`src/rtl/cpu_pkg.sv`:
```
// Shared constants for the lab CPU control path: ALU codes, instruction
// fields, datapath select encodings and the multi-cycle controller states.
package cpu_pkg;

  localparam logic [3:0] ALU_AND = 4'd0;
  localparam logic [3:0] ALU_OR  = 4'd1;
  localparam logic [3:0] ALU_ADD = 4'd2;
  localparam logic [3:0] ALU_SUB = 4'd6;
  localparam logic [3:0] ALU_SLT = 4'd7;
  localparam logic [3:0] ALU_NOR = 4'd12;

  localparam logic [5:0] OP_RTYPE = 6'd0;
  localparam logic [5:0] OP_BEQ   = 6'd4;
  localparam logic [5:0] OP_BNE   = 6'd5;
  localparam logic [5:0] OP_ADDI  = 6'd8;
  localparam logic [5:0] OP_SLTI  = 6'd10;
  localparam logic [5:0] OP_LW    = 6'd35;
  localparam logic [5:0] OP_SW    = 6'd43;

  localparam logic [5:0] FN_ADD = 6'd32;
  localparam logic [5:0] FN_SUB = 6'd34;
  localparam logic [5:0] FN_AND = 6'd36;
  localparam logic [5:0] FN_OR  = 6'd37;
  localparam logic [5:0] FN_NOR = 6'd39;
  localparam logic [5:0] FN_SLT = 6'd42;

  localparam logic [1:0] SRC_B_RT     = 2'd0;
  localparam logic [1:0] SRC_B_FOUR   = 2'd1;
  localparam logic [1:0] SRC_B_IMM    = 2'd2;
  localparam logic [1:0] SRC_B_IMM_SH = 2'd3;

  typedef enum logic [3:0] {
    S_FETCH    = 4'd0,
    S_DECODE   = 4'd1,
    S_EXEC_R   = 4'd2,
    S_EXEC_I   = 4'd3,
    S_BRANCH   = 4'd4,
    S_MEM_ADDR = 4'd5,
    S_MEM_RD   = 4'd6,
    S_MEM_WR   = 4'd7,
    S_WB_ALU   = 4'd8,
    S_WB_MEM   = 4'd9
  } state_t;

endpackage

```
`src/rtl/alu_funct_dec.sv`:
```
// Combinational R-type funct to ALU operation map with a legal flag;
// kept standalone so pipelined control can reuse it.
module alu_funct_dec
  import cpu_pkg::*;
(
  input  logic [5:0] funct,
  output logic [3:0] alu_ctrl,
  output logic       legal
);

  // Unsupported funct codes fall back to ADD and flag illegal
  always_comb begin
    alu_ctrl = ALU_ADD;
    legal    = 1'b1;
    case (funct)
      FN_ADD:  alu_ctrl = ALU_ADD;
      FN_SUB:  alu_ctrl = ALU_SUB;
      FN_AND:  alu_ctrl = ALU_AND;
      FN_OR:   alu_ctrl = ALU_OR;
      FN_NOR:  alu_ctrl = ALU_NOR;
      FN_SLT:  alu_ctrl = ALU_SLT;
      default: begin
        alu_ctrl = ALU_ADD;
        legal    = 1'b0;
      end
    endcase
  end

endmodule

```
`src/rtl/alu_ctrl_fsm.sv`:
```
// Multi-cycle control unit: steps each instruction through fetch, decode,
// execute, memory and write-back, driving the ALU code and datapath controls.
module alu_ctrl_fsm
  import cpu_pkg::*;
(
  input  logic       clk_i,
  input  logic       rst_i,
  input  logic [5:0] opcode_i,
  input  logic [5:0] funct_i,
  input  logic       zero_i,
  input  logic       mem_ack_i,
  output logic [3:0] alu_ctrl_o,
  output logic       alu_src_a_o,
  output logic [1:0] alu_src_b_o,
  output logic       iord_o,
  output logic       mem_req_o,
  output logic       mem_we_o,
  output logic       ir_we_o,
  output logic       pc_we_o,
  output logic       pc_src_o,
  output logic       reg_we_o,
  output logic       reg_dst_o,
  output logic       mem_to_reg_o,
  output logic       illegal_o
);

  state_t     state_r;
  state_t     next_state_s;
  logic [5:0] op_r;
  logic [5:0] funct_r;
  logic [3:0] dec_alu_s;
  logic       dec_legal_s;

  logic [3:0] alu_ctrl_s;
  logic       src_a_s;
  logic [1:0] src_b_s;
  logic       iord_s;
  logic       mem_req_s;
  logic       mem_we_s;
  logic       ir_we_s;
  logic       pc_we_s;
  logic       pc_src_s;
  logic       reg_we_s;
  logic       reg_dst_s;
  logic       mem_to_reg_s;
  logic       illegal_s;

  alu_funct_dec u_funct_dec (
    .funct    (funct_r),
    .alu_ctrl (dec_alu_s),
    .legal    (dec_legal_s)
  );

  // State register
  always_ff @(posedge clk_i or posedge rst_i) begin
    if (rst_i) begin
      state_r <= S_FETCH;
    end else begin
      state_r <= next_state_s;
    end
  end

  // Instruction fields are latched in DECODE; later states must not see IR reloads
  always_ff @(posedge clk_i or posedge rst_i) begin
    if (rst_i) begin
      op_r    <= 6'd0;
      funct_r <= 6'd0;
    end else if (state_r == S_DECODE) begin
      op_r    <= opcode_i;
      funct_r <= funct_i;
    end else begin
      op_r    <= op_r;
      funct_r <= funct_r;
    end
  end

  // Next-state and per-state control decode
  always_comb begin
    next_state_s = state_r;
    alu_ctrl_s   = ALU_ADD;
    src_a_s      = 1'b0;
    src_b_s      = SRC_B_RT;
    iord_s       = 1'b0;
    mem_req_s    = 1'b0;
    mem_we_s     = 1'b0;
    ir_we_s      = 1'b0;
    pc_we_s      = 1'b0;
    pc_src_s     = 1'b0;
    reg_we_s     = 1'b0;
    reg_dst_s    = 1'b0;
    mem_to_reg_s = 1'b0;
    illegal_s    = 1'b0;
    case (state_r)
      S_FETCH: begin
        mem_req_s    = 1'b1;
        src_b_s      = SRC_B_FOUR;
        ir_we_s      = mem_ack_i;
        pc_we_s      = mem_ack_i;
        next_state_s = mem_ack_i ? S_DECODE : S_FETCH;
      end
      S_DECODE: begin
        // ALUOut picks up PC + (imm << 2) as the speculative branch target
        src_b_s = SRC_B_IMM_SH;
        case (opcode_i)
          OP_RTYPE:        next_state_s = S_EXEC_R;
          OP_ADDI, OP_SLTI: next_state_s = S_EXEC_I;
          OP_BEQ, OP_BNE:  next_state_s = S_BRANCH;
          OP_LW, OP_SW:    next_state_s = S_MEM_ADDR;
          default: begin
            next_state_s = S_FETCH;
            illegal_s    = 1'b1;
          end
        endcase
      end
      S_EXEC_R: begin
        src_a_s    = 1'b1;
        alu_ctrl_s = dec_alu_s;
        if (dec_legal_s) begin
          reg_dst_s    = 1'b1;
          next_state_s = S_WB_ALU;
        end else begin
          illegal_s    = 1'b1;
          next_state_s = S_FETCH;
        end
      end
      S_EXEC_I: begin
        src_a_s      = 1'b1;
        src_b_s      = SRC_B_IMM;
        alu_ctrl_s   = (op_r == OP_SLTI) ? ALU_SLT : ALU_ADD;
        next_state_s = S_WB_ALU;
      end
      S_WB_ALU: begin
        reg_we_s     = 1'b1;
        reg_dst_s    = (op_r == OP_RTYPE);
        next_state_s = S_FETCH;
      end
      S_BRANCH: begin
        src_a_s      = 1'b1;
        alu_ctrl_s   = ALU_SUB;
        pc_src_s     = 1'b1;
        pc_we_s      = (op_r == OP_BNE) ? ~zero_i : zero_i;
        next_state_s = S_FETCH;
      end
      S_MEM_ADDR: begin
        src_a_s      = 1'b1;
        src_b_s      = SRC_B_IMM;
        next_state_s = (op_r == OP_SW) ? S_MEM_WR : S_MEM_RD;
      end
      S_MEM_RD: begin
        mem_req_s    = 1'b1;
        iord_s       = 1'b1;
        next_state_s = mem_ack_i ? S_WB_MEM : S_MEM_RD;
      end
      S_MEM_WR: begin
        mem_req_s    = 1'b1;
        mem_we_s     = 1'b1;
        iord_s       = 1'b1;
        next_state_s = mem_ack_i ? S_FETCH : S_MEM_WR;
      end
      S_WB_MEM: begin
        reg_we_s     = 1'b1;
        mem_to_reg_s = 1'b1;
        next_state_s = S_FETCH;
      end
      default: begin
        next_state_s = S_FETCH;
      end
    endcase
  end

  // Reset masks every request/enable at once so an in-flight access is dropped
  assign alu_ctrl_o   = rst_i ? ALU_ADD : alu_ctrl_s;
  assign alu_src_a_o  = src_a_s;
  assign alu_src_b_o  = src_b_s;
  assign iord_o       = iord_s & ~rst_i;
  assign mem_req_o    = mem_req_s & ~rst_i;
  assign mem_we_o     = mem_we_s & ~rst_i;
  assign ir_we_o      = ir_we_s & ~rst_i;
  assign pc_we_o      = pc_we_s & ~rst_i;
  assign pc_src_o     = pc_src_s;
  assign reg_we_o     = reg_we_s & ~rst_i;
  assign reg_dst_o    = reg_dst_s;
  assign mem_to_reg_o = mem_to_reg_s;
  assign illegal_o    = illegal_s & ~rst_i;

endmodule

```
`config.mk`:
```
export PLATFORM = sky130hd
export DESIGN_NAME = alu_ctrl_fsm
export DESIGN_NICKNAME = d
export VERILOG_FILES = /design/src/rtl/cpu_pkg.sv /design/src/rtl/alu_funct_dec.sv /design/src/rtl/alu_ctrl_fsm.sv
export SDC_FILE = /design/constraint.sdc
export NUM_CORES = 1
export LEC_CHECK = 0
export CORE_MARGIN = 2
export CORE_UTILIZATION = 35
export DETAILED_ROUTE_END_ITERATION = 7
export PLACE_DENSITY = 0.7
export REMOVE_ABC_BUFFERS = 1
export SLEW_MARGIN = 5
export SYNTH_ARGS = -nofsm -noshare
export SYNTH_HDL_FRONTEND = slang
export SYNTH_SLANG_ARGS = --single-unit
export TNS_END_PERCENT = 5
```
`constraint.sdc`:
```
create_clock -name clk_i -period 2.7 [get_ports clk_i]
set_clock_uncertainty 0.05 [all_clocks]
set_input_delay 0.81 -clock clk_i [delete_from_list [all_inputs] [get_ports clk_i]]
set_output_delay 0.81 -clock clk_i [all_outputs]
set_load 0.01 [all_outputs]
```
# --- After elaboration in Yosys (flattened, before gate mapping) ---
# Cells that the tools add are included.
word_totals:
  output_inout_bits: 17
  rom_bits: 0
  mem_bits_rw: 0
  mem_count: 0
  regBits: 16
  wordCells: 77
  in_bits: 16
  latchBits: 0
classes:
  add_sub_neg: 0
  n_lt_le_gt_ge: 0
  div_mod_pow: 0
  n_eq_ne: 24
  shift: 0
  bitwise_logic: 9
  n_mux: 28
  n_reduce_logical: 13
  mul: 0
ops:
  columns: ["operator", "count"]
  rows:
  - ["$eq 6x6->1 const B", 9]
  - ["$pmux 4 s7", 1]
  - ["$pmux 4 s5", 1]
  - ["$eq 6x3->1 const B", 3]
  - ["$eq 6x4->1 const B", 3]
  - ["$eq 4x3->1 const B", 4]
  - ["$mux 1", 15]
  - ["$logic_not 6->1", 2]
  - ["$mux 4", 3]
  - ["$pmux 3 s4", 1]
  - ["$pmux 4 s3", 1]
  - ["$reduce_or 2->1", 6]
  - ["$eq 4x2->1 const B", 2]
  - ["$eq 4x4->1 const B", 2]
  - ["$and 1x1->1", 7]
  - ["$reduce_or 7->1", 1]
  - ["$mux 3", 2]
  - ["$pmux 1 s2", 3]
  - ["$pmux 2 s3", 1]
  - ["$reduce_or 6->1", 1]
  - ["$eq 4x1->1 const B", 1]
  - ["$logic_not 4->1", 1]
  - ["$reduce_or 4->1", 1]
  - ["$reduce_or 3->1", 1]
  - ["$not 1->1", 2]

# --- Longest topological paths before layout ---
# Gate-level depths: netlist of run 1.
depth:
  word_depth: 6
  mapped_depth: 6
  mapped_depth_nobuf: 4

# --- Modules after synthesis ---
# From an unflattened synthesis of run 1, not the netlist that was laid out.
hier_totals:
  cells_unflattened: 125
  hier_area_um2: 1187.4
modules_own_cells:
  columns: ["mod", "area_per_inst_um2", "instances", "seq_area_each_um2", "cells_each"]
  rows:
  - ["alu_ctrl_fsm", 1081.0, 1, 400.4, 111]
  - ["alu_funct_dec", 106.4, 1, 0.0, 14]

# --- Worst setup path before layout of run 1 ---
# No wires, ideal clock.
synth_timing:
  path_kind: "input -> output"
  from: "input port opcode_i[5]"
  to: "output port illegal_o"
  slack_ns: 0.082
  t_required_ns: 1.840
  arrival_time_ns: 1.758
  cell_stages: 4
  n_path_buf: 0
  path_cell_list: "or4b_1 a21o_1 a32oi_1 nor2_1"
synth_between:
  elab_chain_cells: 5
  word_cells_on_any_way: 11
  classes_between: "6 x eq/ne; 2 x mux; 1 x bitwise; 2 x reduce/logical"
synth_rtl:
  columns: ["element", "line_no", "source"]
  rows:
  - ["start, declared", "alu_ctrl_fsm.sv:8", "input logic [5:0] opcode_i,"]
  - ["$eq 6x6->1 (tied with other cells)", "alu_ctrl_fsm.sv:104", "case (opcode_i)"]
  - ["$reduce_or 7->1 (no line) *", null, null]
  - ["$mux 1 *", "alu_ctrl_fsm.sv:104", null]
  - ["$pmux 1 s2 *", "alu_ctrl_fsm.sv:93", "case (state_r)"]
  - ["$and 1x1->1 *", "alu_ctrl_fsm.sv:184", "assign illegal_o = illegal_s & ~rst_i;"]
  - ["end, declared", "alu_ctrl_fsm.sv:24", "output logic illegal_o"]
# Every way passes the cells marked *; elsewhere a longest branch is shown, timed or not.

# --- Worst setup path in the final report of run 1 ---
layout_timing:
  from: "input port opcode_i[3]"
  to: "output port illegal_o"
# Same word-level chain as after synthesis.

==> impl_metrics.csv, run 1 <==
group,metric,value,unit
placement,gp_congestion,0.826,
pwr,p_clk_share,21.2,%
layout,layout.cells.non_filler,201,
yosys,ys_ff_latch,16,
die,num_rows,20,
global_route,grt_pass1_wl,5200,µm
die,die_h,59.5,µm
layout,layout_commonest_cell,"buf_4",
pwr,p_comb_share,32.8,%
sta,hold_violations,0,
worst_setup_path,reg2reg_depth,4,
placement,postPlaceCellArea,0.00156,mm²
placement,dp.cells,194,
routing,routed-via-count,1128,
clocking,htree_num_levels,1,
worst_setup_path,startpoint_type,"primary input",
clocking,cts_buffers,3,
layout,design_area,0.00164,mm²
yosys,synthArstFlopShare,100,%
worst_setup_path,critPathMaxFanout,2,
routing,via_per_inst,5.61,
routing,ant_nets,0,
clocking,cts_tree,"built",
sta,fin_crit,2.89,ns
worst_setup_path,r2r_slack,0.97,ns
yosys,yosys_warnings,0,
layout,multi_input_area,682,µm²
min_path,holdPathStages,1,
global_route,grt_max_degree,17,
routing,wl_per_cell,16.1,µm
pwr,p_int,515,µW
pwr,powerDensity,476,mW/mm²
routing,drtIter0Drc,44,
sta,fmax,346,MHz
placement,place_hpwl,2340,µm
die,die_x,59.5,µm
global_route,grt.total_usage,19.3,%
global_route,grt-ovfl-total,0,
layout,mostFrequentLayoutCells,"buf_4, dfrtp_1, mux2_2, clkdlybuf4s50_1",
worst_setup_path,cp-end-kind,"output port",
global_route,antenna_found_initial,0,
yosys,synth_ff_type,"dfrtp_1",
sta,period_share,107,%
routing,first_pass_iters,4,
sta,finalSetupViolations,1,
clocking,clockBufferDepth,2,
pwr,switching_share,33.9,%
worst_setup_path,critical_path_arrival,2.03,ns
yosys,avgSynthCellArea,9.38,µm²
placement,numPortBuffers,32,
layout,n_antenna_cell,0,
min_path,min_from,"op_r[3]$_DFFE_PP0P_",
clocking,numClockSinks,16,
layout,drive_above_1_share,38.7,%
routing,drt_wl_total,3230,µm
sta,drv_slew,0,
min_path,hp-class,"reg -> reg",
clocking,clk_pin_slew,0.10,ns
pwr,ir_worst_vdd,0.276,mV
layout,nFillCells,272,
yosys,netlist_area,0.00108,mm²
die,core-area,0.00300,mm²
run_status,violations,"setup timing",
pwr,power_switching,264,µW
layout,ff_latch_area,405,µm²
pwr,design_power_total,779,µW
worst_setup_path,crit_chain,"buf_6 > or4b_1 > a21o_1 > a32oi_1 > nor2_1 > buf_2",
run,max_cap_viol_count,0,
global_route,grt_pass1_vias,1129,
sta,worst_pin_slew,0.289,ns
die,io_pins,33,
yosys,synth_edf_count,0,
worst_setup_path,startpoint,"opcode_i[3]",
layout,syn2layout_area_growth,51.9,%
worst_setup_path,regToRegStartpoint,"state_r[1]$_DFF_PP0_",
pwr,p_leak,0.759,nW
sta,relSlewSlack,80.6,%
worst_setup_path,path_class,"in -> out",
sta,layout_setup_ws,-0.190,ns
die,dieArea,0.00354,mm²
sta,rsz0062_at_grt,"true",
routing,drc,0,
clocking,insertion_delay,0.29,ns
pwr,seqPwrFrac,46.0,%
yosys,netlist-cell-type-count,40,
run_status,status,"complete, but fails checks",
worst_setup_path,required,1.84,ns
clocking,cts_root_buffer,"clkbuf_4",
layout,nNetsFinal,185,
yosys,synthCells,115,
worst_setup_path,max_stage_delay,0.52,ns
die,start_util,35.9,%
worst_setup_path,crit_slowest_cell,"or4b_1",
yosys,seq_area_frac_synth,37.1,%
cells by family after synthesis:
| logic type | after synthesis | share of synthesized area, % |
|---|---|---|
| xor gates and xnor gates | 2 | 1.62 |
| AOI/OAI and AO/OA | 21 | 13.8 |
| buffers and inverters | 11 | 5.10 |
| and+or+nand+nor | 54 | 31.0 |
| muxes | 11 | 11.4 |
| DFF | 16 | 37.1 |
cells in the mapped netlist, drive strengths merged (2+ instances only):
master / n / area (µm²)
a21oi: 5 / 25.0
clkbuf: 3 / 11.3
inv: 4 / 15.0
and3: 4 / 25.0
nor2b: 2 / 12.5
nor2: 7 / 26.3
nand4: 4 / 25.0
nor3b: 3 / 22.5
o21ai: 4 / 20.0
buf: 4 / 28.8
and2: 2 / 12.5
a31oi: 2 / 12.5
a221oi: 2 / 23.8
nand3b: 2 / 15.0
nand2: 3 / 11.3
nor4: 4 / 31.3
nor3: 9 / 50.1
a32oi: 3 / 26.3
dfrtp: 16 / 400
mux2: 10 / 113
nand2b: 8 / 50.1
flip-flops by register name (all words and copies together), names as in the netlist:
register,cells
state_r,4
op_r,6
funct_r,6
timing repair:
action | CTS | global route
pin swaps | 8 | 4
hold buffers | 0 | 0
setup buffers | 3 | 0
gates resized for setup | 53 | 15
endpoints found under the setup margin | 15 | 13
power by group through the flow:
stage	registers [mW]	logic (mW)	clock network (mW)
6_report	0.358	0.256	0.165
5_1_grt	0.367	0.281	0.180
3_3_place_gp	0.348	0.242	0
2_1_floorplan	0.340	0.139	0
3_5_place_dp	0.353	0.251	0
4_1_cts	0.352	0.249	0.168
path summary, 6_finish.rpt:
kind / to
setup / recovery: illegal_o
hold / removal: op_r[3]$_DFFE_PP0P_
setup reg to reg: op_r[1]$_DFFE_PP0P_
hold reg to reg: op_r[3]$_DFFE_PP0P_
max in group asynchronous: state_r[2]$_DFF_PP0_
min in group asynchronous: state_r[1]$_DFF_PP0_
layout make-up:
cell class | count | share of cell area (%)
Tap cell | 33 | 2.52
Inverter | 4 | 0.917
Multi-Input combinational cell | 88 | 41.6
Clock buffer | 4 | 2.22
Sequential cell | 16 | 24.8
Timing Repair Buffer | 56 | 28.0
per-stage QoR:
stage,utilization [%],hold WS [ns],setup TNS [ns],worst slack (ns)
after CTS,53.8,0.520,-0.226,-0.222
after global routing,54.5,0.559,-0.352,-0.218
final,54.5,0.525,-0.190,-0.190
after global placement,51.9,0.497,-5.02,-0.838
after floorplan,-,0.467,0,0.0816
after detailed placement,51.9,0.499,-5.15,-0.872
layer usage:
metal  wire (µm)  vias to the layer above  track usage, %
li1            -                      541               -
met4          70                        0            9.21
met1        1340                      543            23.7
met3         118                        6            1.31
met5           0                        -               0
met2        1700                       38            34.2
worst max-delay path: cells and delay by family:
kind                   cells  cell delay (ns)
buffers and inverters      2             0.23
AND/OR/NAND/NOR            2             0.58
AO/OA/AOI/OAI              2             0.41
No activity file was read; power rests on OpenSTA's default activity.
==> run 2, diff against run 1 <==
Settings changed: CORE_UTILIZATION 35 to 40, PLACE_DENSITY 0.7 to 0.77.
==> impl_metrics.csv, run 2 (synthesis results as in run 1) <==
group,metric,value,unit
die,start_util,42.8,%
sta,worst_pin_slew,0.284,ns
worst_setup_path,startpoint,"opcode_i[5]",
sta,hold_violations,0,
pwr,p_int,526,µW
placement,postPlaceCellArea,0.00161,mm²
sta,relSlewSlack,80.8,%
pwr,power_switching,265,µW
routing,first_pass_iters,4,
clocking,holdBufCountCts,0,
worst_setup_path,path_class,"in -> out",
pwr,p_clk_share,20.4,%
routing,via_per_inst,5.50,
sta,rsz0062_at_grt,"true",
placement,numPortBuffers,32,
clocking,clockBufferDepth,2,
pwr,design_power_total,790,µW
clocking,cts_tree,"built",
routing,wl_per_cell,15.7,µm
clocking,insertion_delay,0.28,ns
worst_setup_path,critical_path_arrival,2.01,ns
routing,routed-via-count,1127,
sta,drv_slew,0,
pwr,ir_worst_vdd,0.451,mV
worst_setup_path,critPathMaxFanout,2,
clocking,cts_root_buffer,"clkbuf_4",
sta,finalSetupViolations,1,
die,die_h,55.9,µm
pwr,powerDensity,461,mW/mm²
min_path,min_from,"op_r[4]$_DFFE_PP0P_",
global_route,grt-ovfl-total,0,
routing,drtIter0Drc,22,
layout,nNetsFinal,192,
clocking,numClockSinks,16,
run,max_cap_viol_count,0,
layout,fin_util,68.0,%
die,core-area,0.00252,mm²
layout,design_area,0.00172,mm²
global_route,antenna_found_initial,0,
layout,reg.largest.list,"funct_r x6, op_r x6, state_r x4",
sta,layout_setup_ws,-0.169,ns
layout,syn2layout_area_growth,59.0,%
placement,place_hpwl,2390,µm
worst_setup_path,regToRegStartpoint,"state_r[1]$_DFF_PP0_",
routing,drt_wl_total,3220,µm
global_route,grt_pass1_vias,1140,
layout,mostFrequentLayoutCells,"buf_4, dfrtp_1, mux2_2, clkdlybuf4s50_1",
worst_setup_path,required,1.84,ns
layout,layout.cells.non_filler,205,
pwr,seqPwrFrac,44.8,%
sta,setup_tns,-0.169,ns
die,num_rows,18,
die,io_pins,33,
layout,drive_above_1_share,40.0,%
clocking,clk_pin_slew,0.10,ns
pwr,switching_share,33.5,%
sta,fmax,349,MHz
sta,period_share,106,%
placement,gp_congestion,0.871,
global_route,grt_pass1_wl,5190,µm
routing,drc,0,
worst_setup_path,cp-end-kind,"output port",
die,die_x,55.9,µm
clocking,cts_buffers,3,
layout,n_antenna_cell,0,
placement,dp.cells,199,
run_status,status,"complete, but fails checks",
die,dieArea,0.00313,mm²
min_path,hp-class,"reg -> reg",
pwr,p_leak,0.793,nW
sta,fin_crit,2.87,ns
layout,layout_commonest_cell,"buf_4",
pwr,p_comb_share,34.8,%
routing,ant_nets,0,
global_route,grt_max_degree,17,
layout,nFillCells,217,
run_status,violations,"setup timing",
clocking,htree_num_levels,1,
global_route,grt.total_usage,20.6,%
worst_setup_path,startpoint_type,"primary input",
==> run 2: cell count changes in the layout (fill, tap and decap cells not counted), sizes merged <==
cell           change
dlymetal6s2s       +2
clkdlybuf4s15      +3
clkdlybuf4s50      -1
buf                +3
==> run 2: cell type report <==
cell class	instances	area, µm²	area share, %
multi-input combinational	88	683	39.8
sequential	16	405	23.6
timing repair buffer	63	538	31.4
tap	30	37.5	2.19
inverter	4	15.0	0.875
clock buffer	4	36.3	2.12
==> run 2: path summary, 6_finish.rpt <==
| path | to | slack [ns] | cells after the start |
|---|---|---|---|
| setup reg to reg | op_r[4]$_DFFE_PP0P_ | 1.00 | 4 |
| min in group asynchronous | state_r[2]$_DFF_PP0_ | 0.87 | 4 |
| hold / removal | op_r[4]$_DFFE_PP0P_ | 0.55 | 1 |
| setup / recovery | illegal_o | -0.17 | 6 |
| hold reg to reg | op_r[4]$_DFFE_PP0P_ | 0.55 | 1 |
| max in group asynchronous | state_r[3]$_DFF_PP0_ | 1.54 | 4 |
==> run 2: critical path, cell delays in order <==
cell and delay, ns:
buf_6 0.09, or4b_1 0.51, a21o_1 0.19, a32oi_1 0.20, nor2_1 0.07, buf_2 0.14
==> run 2: power by group through the flow <==
stage          sequential, mW  clock [mW]  combinational [mW]
3_5_place_dp            0.353           0               0.265
3_3_place_gp            0.346           0               0.255
4_1_cts                 0.350       0.166               0.260
5_1_grt                 0.362       0.173               0.301
6_report                0.354       0.161               0.275
2_1_floorplan           0.340           0               0.139
==> run 2: repair_timing <==
| action | in CTS | in global routing |
|---|---|---|
| setup endpoints to repair | 14 | 8 |
| resized for setup | 43 | 16 |
| buffers inserted | 1 | 1 |
| pin swaps | 6 | 5 |
| gates cloned | 0 | 0 |
==> run 2: routing by layer <==
metal	global-route usage [%]	wire length [µm]	up-vias
met3	2.56	146	3
met5	0	0	-
met2	37.2	1650	30
li1	-	-	556
met1	25.9	1400	538
met4	5.44	23	0
==> run 2: per-stage QoR <==
stage / hold slack, ns / setup slack, ns
after CTS: 0.541 / -0.191
after global placement: 0.494 / -0.807
after detailed placement: 0.520 / -0.797
after global routing: 0.571 / -0.206
after floorplan: 0.467 / 0.0816
final: 0.547 / -0.169
==> run 3, diff against run 2 <==
Settings changed: CAP_MARGIN set to 10.
==> results of run 3 <==
Final layout, timing and power as in run 2 (identical DEF).
